==> config.mk <==
export PLATFORM = sky130hd
export DESIGN_NAME = hazard_control_unit
export DESIGN_NICKNAME = d
export VERILOG_FILES = /design/src/rtl/riscv_pkg.sv /design/src/rtl/hazard_perf_counter.sv /design/src/rtl/hazard_control_unit.sv
export SDC_FILE = /design/constraint.sdc
export NUM_CORES = 1
export LEC_CHECK = 0
export CELL_PAD_IN_SITES_DETAIL_PLACEMENT = 0
export CELL_PAD_IN_SITES_GLOBAL_PLACEMENT = 1
export CORE_MARGIN = 2
export CORE_UTILIZATION = 35
export DETAILED_ROUTE_END_ITERATION = 10
export GPL_TIMING_DRIVEN = 1
export PLACE_DENSITY = 0.85
export REMOVE_ABC_BUFFERS = 1
export SLEW_MARGIN = 20
export SYNTH_ARGS = -nofsm -noshare
export SYNTH_HDL_FRONTEND = slang
export SYNTH_SLANG_ARGS = --single-unit
==> constraint.sdc <==
create_clock -name clk -period 4.9 [get_ports clk]
set_clock_uncertainty 0.1 [all_clocks]
set_input_delay 1.47 -clock clk [delete_from_list [all_inputs] [get_ports clk]]
set_output_delay 1.47 -clock clk [all_outputs]
set_load 0.05 [all_outputs]
==> src/rtl/riscv_pkg.sv <==
// Shared pipeline-control types and constants for the hazard unit.
package riscv_pkg;

    typedef enum logic [1:0] {
        RUN      = 2'd0,
        STALL    = 2'd1,
        MEM_WAIT = 2'd2
    } hz_state_t;

    // Bubble counts inserted for each kind of load hazard.
    localparam int LOAD_USE_STALL    = 1;
    localparam int LOAD_BRANCH_STALL = 2;

    // Wide enough to hold the longest stall length.
    localparam int STALL_CNT_W = 2;

    // True when a non-x0 destination feeds a source the ID instruction really reads.
    function automatic logic src_match(input logic [4:0] r,
                                       input logic [4:0] rs1,
                                       input logic [4:0] rs2,
                                       input logic       use1,
                                       input logic       use2);
        return (r != 5'd0) && (((r == rs1) && use1) || ((r == rs2) && use2));
    endfunction

endpackage

==> src/rtl/hazard_perf_counter.sv <==
// Free-running event counter: counts enabled cycles, wraps, clears on reset.
module hazard_perf_counter #(
    parameter int CNT_W = 32
) (
    input  logic             clk,
    input  logic             rst_n,
    input  logic             i_en,
    output logic [CNT_W-1:0] o_count
);

    logic [CNT_W-1:0] r_count;

    // Count one per enabled cycle; natural wrap at 2^CNT_W.
    always_ff @(posedge clk or negedge rst_n) begin
        if (!rst_n) r_count <= '0;
        else if (i_en) r_count <= r_count + CNT_W'(1);
    end

    assign o_count = r_count;

endmodule

==> src/rtl/hazard_control_unit.sv <==
// Pipeline hazard controller: load-use / load-branch stalls, control flushes,
// memory-wait freeze, plus stall and flush performance counters.
module hazard_control_unit
    import riscv_pkg::*;
#(
    parameter int CNT_W = 32
) (
    input  logic             clk,
    input  logic             rst_n,
    input  logic [4:0]       IF_ID_rs1,
    input  logic [4:0]       IF_ID_rs2,
    input  logic             IF_ID_use_rs1,
    input  logic             IF_ID_use_rs2,
    input  logic [4:0]       ID_EX_rd,
    input  logic             ID_EX_mem_read,
    input  logic [4:0]       EX_MEM_rd,
    input  logic             EX_MEM_mem_read,
    input  logic             branch,
    input  logic             jump,
    input  logic             branch_taken,
    input  logic             mem_busy,
    output logic             pc_write,
    output logic             IF_ID_write,
    output logic             IF_ID_flush,
    output logic             ID_EX_flush,
    output logic             pipe_freeze,
    output logic [1:0]       hz_state,
    output logic [CNT_W-1:0] stall_cycles,
    output logic [CNT_W-1:0] flush_count
);

    hz_state_t              r_state, r_saved_state;
    logic [STALL_CNT_W-1:0] r_stall_cnt;

    hz_state_t              w_next_state, w_next_saved, w_eff_state;
    logic [STALL_CNT_W-1:0] w_next_cnt, w_stall_len;
    logic                   w_load_use, w_load_br1, w_load_br2;

    // Hazard terms, only acted upon while in RUN.
    assign w_load_use = ID_EX_mem_read &&
                        src_match(ID_EX_rd, IF_ID_rs1, IF_ID_rs2, IF_ID_use_rs1, IF_ID_use_rs2);
    assign w_load_br2 = w_load_use && branch;
    assign w_load_br1 = branch && EX_MEM_mem_read &&
                        src_match(EX_MEM_rd, IF_ID_rs1, IF_ID_rs2, IF_ID_use_rs1, IF_ID_use_rs2);

    // Longest applicable stall wins.
    assign w_stall_len = w_load_br2                ? STALL_CNT_W'(LOAD_BRANCH_STALL) :
                         (w_load_use || w_load_br1) ? STALL_CNT_W'(LOAD_USE_STALL)   :
                                                      '0;

    // Leaving MEM_WAIT resumes the saved state in the same cycle.
    assign w_eff_state = (r_state == MEM_WAIT) ? r_saved_state : r_state;

    // State, stall count and saved state registers.
    always_ff @(posedge clk or negedge rst_n) begin
        if (!rst_n) begin
            r_state       <= RUN;
            r_saved_state <= RUN;
            r_stall_cnt   <= '0;
        end else begin
            r_state       <= w_next_state;
            r_saved_state <= w_next_saved;
            r_stall_cnt   <= w_next_cnt;
        end
    end

    // Next-state and pipeline control; outputs stay idle while reset is held.
    always_comb begin
        pc_write     = 1'b1;
        IF_ID_write  = 1'b1;
        IF_ID_flush  = 1'b0;
        ID_EX_flush  = 1'b0;
        pipe_freeze  = 1'b0;
        w_next_state = r_state;
        w_next_saved = r_saved_state;
        w_next_cnt   = r_stall_cnt;
        if (rst_n) begin
            if (mem_busy) begin
                // Freeze everything; remember what we were doing, count holds.
                pipe_freeze  = 1'b1;
                pc_write     = 1'b0;
                IF_ID_write  = 1'b0;
                w_next_state = MEM_WAIT;
                if (r_state != MEM_WAIT) w_next_saved = r_state;
            end else begin
                case (w_eff_state)
                    STALL: begin
                        pc_write    = 1'b0;
                        IF_ID_write = 1'b0;
                        ID_EX_flush = 1'b1;
                        if (r_stall_cnt <= STALL_CNT_W'(1)) begin
                            w_next_state = RUN;
                            w_next_cnt   = '0;
                        end else begin
                            w_next_state = STALL;
                            w_next_cnt   = r_stall_cnt - STALL_CNT_W'(1);
                        end
                    end
                    default: begin
                        w_next_state = RUN;
                        if (w_stall_len != '0) begin
                            pc_write    = 1'b0;
                            IF_ID_write = 1'b0;
                            ID_EX_flush = 1'b1;
                            // This cycle is the first bubble; STALL covers the rest.
                            if (w_stall_len > STALL_CNT_W'(1)) begin
                                w_next_state = STALL;
                                w_next_cnt   = w_stall_len - STALL_CNT_W'(1);
                            end
                        end else begin
                            IF_ID_flush = jump || (branch && branch_taken);
                        end
                    end
                endcase
            end
        end
    end

    assign hz_state = r_state;

    hazard_perf_counter #(.CNT_W(CNT_W)) u_stall_cnt (
        .clk     (clk),
        .rst_n   (rst_n),
        .i_en    (!pc_write && !pipe_freeze),
        .o_count (stall_cycles)
    );

    hazard_perf_counter #(.CNT_W(CNT_W)) u_flush_cnt (
        .clk     (clk),
        .rst_n   (rst_n),
        .i_en    (IF_ID_flush),
        .o_count (flush_count)
    );

endmodule

==> flow_summary.yaml, run 1 <==
outcome:
  status: "complete, no violations"
power:
  p_sw_uw: 530
  power_frac_seq: 0.415
  p_per_area_nw_per_um2: 302
  power_mw: 1.60
  p_int_mw: 1.07
  power_frac_clock: 0.325
  p_comb_frac: 0.260
  ir_worst_vdd_mv: 0.175
  p_leak_nw: 2.39
  swShare: 0.331
floorplanning:
  die_h_um: 105
  dieArea_um2: 11100
  initial_core_util: 0.355
  coreArea_um2: 10100
  io_pins: 101
  core.rowCount: 37
  die_w_um: 105
drt:
  vias: 3005
  dr.pass1.iters: 4
  drc_errors: 0
  drtIter0Drc: 84
  vias_per_cell: 4.83
  wl_per_cell_um: 14.0
  postRouteAntennaNets: 0
  finalWirelength_um: 8710
timing:
  finalCriticalPeriod_ns: 4.84
  timing.fmax_mhz: 207
  finalSetupViolCount: 0
  max-slew-margin-rel: 0.441
  setup_ws_ns: 0.0618
  whs_ns: 0.381
  hold_violations: 0
  rsz0062_at_grt: "yes"
  fin_setup_tns_ns: 0
  finalMaxSlewViolations: 0
  fin_crit_sh: 0.987
  worstMarginPinSlew_ns: 0.838
critical_path:
  cp_slowest_cell: "mux2_4"
  cp.required_ns: 3.33
  path_class: "input port to output pin"
  path_max_fanout: 6
  end_kind: "output pin"
  cp_data_arrival_time_ns: 3.27
  cp_num_buf_inv: 4
  path_cells: "clkdlybuf4s15_1 -> buf_4 -> xnor2_2 -> nand2_1 -> o22ai_2 -> o2111ai_2 -> mux2_4 -> ha_4 -> inv_4 -> nor3_4 -> nor2_2 -> buf_6"
  cp-start-kind: "input port"
  cp_top_family: "buffers and inverters"
  max_stage_delay_ns: 0.29
cells_and_area:
  final_area_um2: 5320
  final_nets: 514
  num_antenna_cells: 0
  drive_gt1_frac: 0.214
  final_cells: 622
  syn_to_final_growth_pct: 47.5
  final_util: 0.524
logic_synthesis:
  syn_area_um2: 3600
  synth_async_sr_flop_share: 1.00
  synth.yosys.warnings: 0
  synth.distinct_cells: 43
  synth-seq-area-share: 0.486
  synth_flop_cell: "dfrtp_1"
  ys_seq_elements: 70
  synth_edf_count: 0
  syn_inst: 346
  synth_area_per_cell_um2: 10.4
clock_network:
  htree_levels: 3
  tritoncts: "yes"
  cts_buffers: 9
  clock-root-buffer: "clkbuf_8"
  postCtsHoldBufs: 0
  clk_pin_slew_ns: 0.08
  cts.sinks: 70
  clock_insertion_delay_worst_skew_ns: 0.35
  cts.path.max_buffers: 2
hold_path:
  hold_class: "register to register"
global_route:
  grt_pass1_vias: 2909
  grt_max_degree: 68
  grt_usage: 0.157
  overflow: 0
  antenna_found_initial: 0
  grt_pass1_wl_um: 13900
placement:
  place_ws_ns: -0.667
  place_inst: 597
  placed_area_um2: 4930
  gp_congestion: 0.855
  io_buffers: 100
  hpwlAfterDp_um: 6200
job:
  drv_cap: 0
-- cells in the mapped netlist, types with 2 or more instances --
library cell  instances  area share
dfrtp_1              70        0.49
xnor2_1              52        0.13
nand2_1              36       0.038
xor2_1               30       0.073
nor2_1               23       0.024
nand3_1              17       0.024
inv_1                14       0.015
nand4_1              14       0.024
nor3_1               13       0.018
and3_1               10       0.017
nor3_2                6       0.017
a21oi_1               4      0.0056
and4_1                4      0.0097
or4_1                 4      0.0083
buf_2                 3      0.0042
ha_1                  3       0.010
mux2_2                3      0.0094
nand2b_1              3      0.0052
nor4_1                3      0.0052
o21ai_0               3      0.0042
or3_1                 3      0.0052
a21o_1                2      0.0042
nor2b_1               2      0.0035
nor3b_1               2      0.0042
nor4_4                2       0.012
o2111ai_1             2      0.0049
o22ai_1               2      0.0035
-- worst paths after layout --
path                                          from                       to  slack (ns)  depth (start not counted)
hold / removal             u_flush_cnt.o_count[31]  u_flush_cnt.o_count[31]        0.38                          1
setup reg to reg                       hz_state[0]   u_flush_cnt.o_count[6]        1.85                         15
max in group asynchronous                    rst_n  u_flush_cnt.o_count[14]        2.81                          2
min in group asynchronous                    rst_n              hz_state[1]        0.85                          1
hold reg to reg            u_flush_cnt.o_count[31]  u_flush_cnt.o_count[31]        0.38                          1
setup / recovery                      IF_ID_rs1[0]              ID_EX_flush        0.06                         12
-- state kept, by name, indices dropped and copies added (netlist names) --
name / flops
hz_state: 2
r_saved_state: 2
r_stall_cnt: 2
u_flush_cnt.o_count: 32
u_stall_cnt.o_count: 32
-- power by group through the flow --
stage          combinational, mW  clock, mW  sequential (mW)
2_1_floorplan             0.0983          0            0.792
3_3_place_gp               0.380          0            0.676
3_5_place_dp               0.387          0            0.678
4_1_cts                    0.408      0.535            0.667
5_1_grt                    0.441      0.561            0.674
6_report                   0.417      0.521            0.666
-- final cells by class --
class,instances,area (um2)
clock buffers,9,124
clock inverters,7,97.6
fillers,887,4820
inverters,14,55.1
multi-input cells,256,1910
flip-flops and latches,70,1750
well taps,136,170
repair buffers,130,1200
-- placed cells by master (no fill, tap or decap), types with 3 or more instances in the layout --
cell type and instances:
buf_4 28, clkbuf_8 9, clkdlybuf4s50_1 72, dfrtp_1 70, nand4_1 14, a21oi_1 4
nor4_1 3, xnor2_1 42, nor2_1 21, nand2b_1 3, buf_12 4, and4_1 4
buf_6 6, nor3_1 11, or4_1 3, inv_1 13, nand2_1 36, xnor2_2 10
nand3_1 17, and3_1 10, clkbuf_2 14, xor2_1 30, or3_1 3, nor3_2 7
-- cell families after synthesis --
family | share of synthesized area
AO/OA/AOI/OAI | 0.0347
XOR/XNOR | 0.199
adder cells (fa/ha/maj) | 0.0104
buffers and inverters | 0.0250
flip-flops | 0.486
multiplexers | 0.0122
AND/OR/NAND/NOR | 0.232
-- routing by layer --
metal | vias to the layer above | track usage | wire length, um
li1 | 1461 | - | -
met1 | 1431 | 0.205 | 3840
met2 | 99 | 0.249 | 4190
met3 | 14 | 0.0464 | 532
met4 | 0 | 0.0524 | 146
met5 | - | 0 | 0
-- repair_timing --
action | in CTS | in global routing
gates resized for setup | 51 | 47
setup buffers | 9 | 0
pin swaps | 11 | 21
setup endpoints to repair | 4 | 8
Power figures use the tool's default switching activity.
==> run 2: changes to the inputs <==
PLACE_DENSITY = default   (was 0.85)
PLACE_DENSITY_LB_ADDON = 0.05   (was default)
==> flow_summary.yaml, run 2 (synthesis gave the netlist of run 1 again) <==
outcome:
  status: "finished, violations left"
  violations: "setup timing"
placement:
  io_buffers: 100
  placed_area_um2: 4960
  place_ws_ns: -0.554
  hpwlAfterDp_um: 6220
  place_inst: 601
  gp_congestion: 0.785
critical_path:
  cp_num_buf_inv: 4
  end_kind: "output pin"
  cp_slowest_cell: "or4_4"
  cp-startpoint: "ID_EX_rd[1]"
  cp-start-kind: "input port"
  cpMostUsedCell: "buf_6"
  cp.required_ns: 3.33
  path_cells: "buf_6 -> or4_4 -> o211ai_1 -> mux2_4 -> ha_4 -> inv_4 -> buf_6 -> nor3_4 -> nor2_2 -> buf_6"
  r2r_start: "hz_state[0]"
  path_class: "input port to output pin"
  cp_top_family: "simple AND/OR/NAND/NOR gates"
  path_max_fanout: 3
  max_stage_delay_ns: 0.54
  cp_data_arrival_time_ns: 3.39
floorplanning:
  dieArea_um2: 11100
  coreArea_um2: 10100
  die_h_um: 105
  core.rowCount: 37
  die_w_um: 105
  initial_core_util: 0.355
  io_pins: 101
clock_network:
  cts.path.max_buffers: 2
  cts.sinks: 70
  clk_pin_slew_ns: 0.07
  clock-root-buffer: "clkbuf_8"
  postCtsHoldBufs: 0
  cts_buffers: 9
  tritoncts: "yes"
  htree_levels: 3
  clock_insertion_delay_worst_skew_ns: 0.35
cells_and_area:
  drive_gt1_frac: 0.234
  final_cells: 649
  num_antenna_cells: 0
  syn_to_final_growth_pct: 52.9
  final_common_cell: "clkdlybuf4s50_1"
  multiInputGateArea_um2: 1910
  final_area_um2: 5510
  seqCellArea_um2: 1750
  final_cell_mix: "clkdlybuf4s50_1, dfrtp_1, buf_4"
  fill_cells: 918
  final_nets: 541
global_route:
  grt_usage: 0.167
  grt_max_degree: 61
  grt_pass1_vias: 2992
  overflow: 0
  antenna_found_initial: 0
  grt_pass1_wl_um: 14700
drt:
  wl_per_cell_um: 13.8
  postRouteAntennaNets: 0
  vias: 3049
  drc_errors: 0
  dr.pass1.iters: 4
  drtIter0Drc: 122
  vias_per_cell: 4.70
  finalWirelength_um: 8980
timing:
  timing.fmax_mhz: 202
  worstMarginPinSlew_ns: 0.780
  finalSetupViolCount: 4
  hold_violations: 0
  fin_crit_sh: 1.01
  max-slew-margin-rel: 0.480
  finalCriticalPeriod_ns: 4.96
  setup_ws_ns: -0.0559
  rsz0062_at_grt: "yes"
  finalMaxSlewViolations: 0
hold_path:
  hold_path_startpoint: "u_flush_cnt.o_count[31]"
  hold_class: "register to register"
power:
  p_leak_nw: 2.50
  ir_worst_vdd_mv: 0.305
  p_per_area_nw_per_um2: 281
job:
  drv_cap: 0
-- run 2: worst reg2reg max path: stages, from the launching register on --
cell	delay, ns
dfrtp_1	0.46
nand4bb_1	0.19
nand4_1	0.19
buf_4	0.19
buf_4	0.12
buf_4	0.12
buf_4	0.12
buf_4	0.12
buf_4	0.12
buf_4	0.12
buf_4	0.12
buf_4	0.12
buf_4	0.14
nor3b_1	0.21
buf_4	0.17
and3_1	0.17
xor2_1	0.14
-- run 2: stage by stage --
stage,hold WS (ns),util,setup TNS [ns],power [mW]
floorplan,0.369,-,-3.55,0.890
global placement,0.358,0.489,-1.92,1.06
detailed placement,0.367,0.489,-2.03,1.07
CTS,0.377,0.537,-0.000972,1.55
global route,0.407,0.544,-0.380,1.62
finish,0.370,0.544,-0.0956,1.55
-- run 2: metal layers --
metal,vias up,part of all wire,GRT usage
li1,1516,-,-
met1,1442,0.47,0.219
met5,-,0,0
met2,72,0.47,0.265
met3,19,0.038,0.0328
met4,0,0.022,0.0771
-- run 2: path summary, 6_finish.rpt --
check	to	slack (ns)	depth (start not counted)
worst max register to register	u_flush_cnt.o_count[13]	1.90	16
worst min-delay path	u_flush_cnt.o_count[31]	0.37	1
worst max-delay path	ID_EX_flush	-0.06	10
worst min register to register	u_flush_cnt.o_count[31]	0.37	1
min in group asynchronous	hz_state[1]	0.87	1
max in group asynchronous	u_stall_cnt.o_count[6]	2.79	2
-- run 2: layout make-up --
class	instances	area share
clock buffer	12	0.0245
clock inverter	4	0.00863
inverter	14	0.00999
multi-input combinational	256	0.346
sequential	70	0.318
tap	136	0.0309
timing repair buffer	157	0.262
-- run 2: repair_timing --
item                       4_1_cts  5_1_grt
setup buffers                   30        3
cloned                           0        0
resized for setup               58       32
pin swaps                       10       19
setup endpoints to repair        4       10
-- run 2: where the power goes --
| group | total [mW] | internal, mW | switching, mW | leakage [nW] |
|---|---|---|---|---|
| Combinational | 0.424 | 0.178 | 0.246 | 1.49 |
| Sequential | 0.672 | 0.616 | 0.0564 | 0.920 |
| Clock | 0.454 | 0.234 | 0.220 | 0.0904 |
==> run 3: changes to the inputs <==
PLACE_DENSITY_LB_ADDON = 0.15   (was 0.05)
==> flow_summary.yaml, run 3 (synthesis gave the netlist of run 1 again) <==
power:
  ir_worst_vdd_mv: 0.203
  p_leak_nw: 2.49
  power_mw: 1.65
  p_per_area_nw_per_um2: 301
timing:
  worstMarginPinSlew_ns: 0.907
  whs_ns: 0.371
  finalCriticalPeriod_ns: 4.87
  finalSetupViolCount: 0
  hold_violations: 0
  max-slew-margin-rel: 0.395
  fin_crit_sh: 0.994
  finalMaxSlewViolations: 0
  timing.fmax_mhz: 205
  rsz0062_at_grt: "yes"
critical_path:
  cp-start-kind: "input port"
  end_kind: "output pin"
  cp_data_arrival_time_ns: 3.30
  cp.required_ns: 3.33
  ff2ff_path_depth: 17
  path_max_fanout: 4
  path_class: "input port to output pin"
cells_and_area:
  fill_cells: 883
  num_antenna_cells: 0
  final_common_cell: "clkdlybuf4s50_1"
  drive_gt1_frac: 0.234
  final_cell_mix: "clkdlybuf4s50_1, dfrtp_1, xnor2_1"
  syn_to_final_growth_pct: 51.7
  final_nets: 529
drt:
  drtIter0Drc: 92
  drc_errors: 0
  vias: 3029
  postRouteAntennaNets: 0
  finalWirelength_um: 8670
  wl_per_cell_um: 13.6
  dr.pass1.iters: 4
  vias_per_cell: 4.76
clock_network:
  clock-root-buffer: "clkbuf_8"
  htree_levels: 3
  postCtsHoldBufs: 0
  tritoncts: "yes"
  clock_insertion_delay_worst_skew_ns: 0.35
  cts_buffers: 9
  cts.path.max_buffers: 2
  cts.sinks: 70
  clk_pin_slew_ns: 0.08
floorplanning:
  dieArea_um2: 11100
  io_pins: 101
  initial_core_util: 0.355
  die_w_um: 105
  die_h_um: 105
  coreArea_um2: 10100
  core.rowCount: 37
placement:
  gp_congestion: 0.836
  hpwlAfterDp_um: 6210
  io_buffers: 100
global_route:
  grt_pass1_wl_um: 15500
  antenna_found_initial: 0
  grt_pass1_vias: 3179
  grt_max_degree: 73
  overflow: 0
  grt_usage: 0.174
outcome:
  status: "complete, no violations"
hold_path:
  holdPathStages: 1
  hold_class: "register to register"
job:
  drv_cap: 0
==> run 3: repair_timing <==
item	in CTS	in global routing
setup endpoints to repair	4	13
pin swaps	11	17
resized for setup	76	18
setup buffers	18	1
==> run 3: where the power goes <==
group | internal (mW) | switching (mW)
logic | 0.176 | 0.245
clock network | 0.330 | 0.224
registers | 0.616 | 0.0549
==> run 3: area by class of cell <==
cell class | instances | area, um2 | share of cell area
clock buffers | 12 | 165 | 0.0302
clock inverters | 4 | 77.6 | 0.0142
inverters | 14 | 55.1 | 0.0101
multi-input cells | 256 | 1910 | 0.350
flip-flops and latches | 70 | 1750 | 0.320
well taps | 136 | 170 | 0.0311
repair buffers | 145 | 1340 | 0.244
==> run 3: worst paths after layout <==
path,startpoint,end,slack (ns)
worst min register to register,u_flush_cnt.o_count[31],u_flush_cnt.o_count[31],0.37
worst max register to register,hz_state[0],u_flush_cnt.o_count[13],1.91
max in group asynchronous,rst_n,u_flush_cnt.o_count[26],2.81
worst max-delay path,ID_EX_rd[1],IF_ID_flush,0.03
worst min-delay path,u_flush_cnt.o_count[31],u_flush_cnt.o_count[31],0.37
min in group asynchronous,rst_n,hz_state[1],1.32
==> run 3: per-layer routing <==
metal	routed length, um	GRT usage
met1	4010	0.231
met2	4120	0.273
met3	432	0.0519
met4	101	0.0524
met5	0	0
==> run 3: stage by stage <==
stage	std cells	worst slack [ns]	instance area, um2	util	setup TNS (ns)
floorplan	340	-1.45	3570	-	-3.55
global placement	602	-0.503	4970	0.490	-1.89
detailed placement	602	-0.518	4970	0.490	-1.94
CTS	636	0.000902	5470	0.540	0
global route	637	-0.0411	5470	0.539	-0.0598
finish	637	0.0318	5470	0.539	0
==> run 3: worst max-delay path, cell delays in order <==
cell,delay [ns]
buf_6,0.10
or4_4,0.52
o211ai_1,0.22
mux2_4,0.33
ha_4,0.18
buf_6,0.12
nand4_1,0.13
nor2_4,0.07
buf_12,0.16
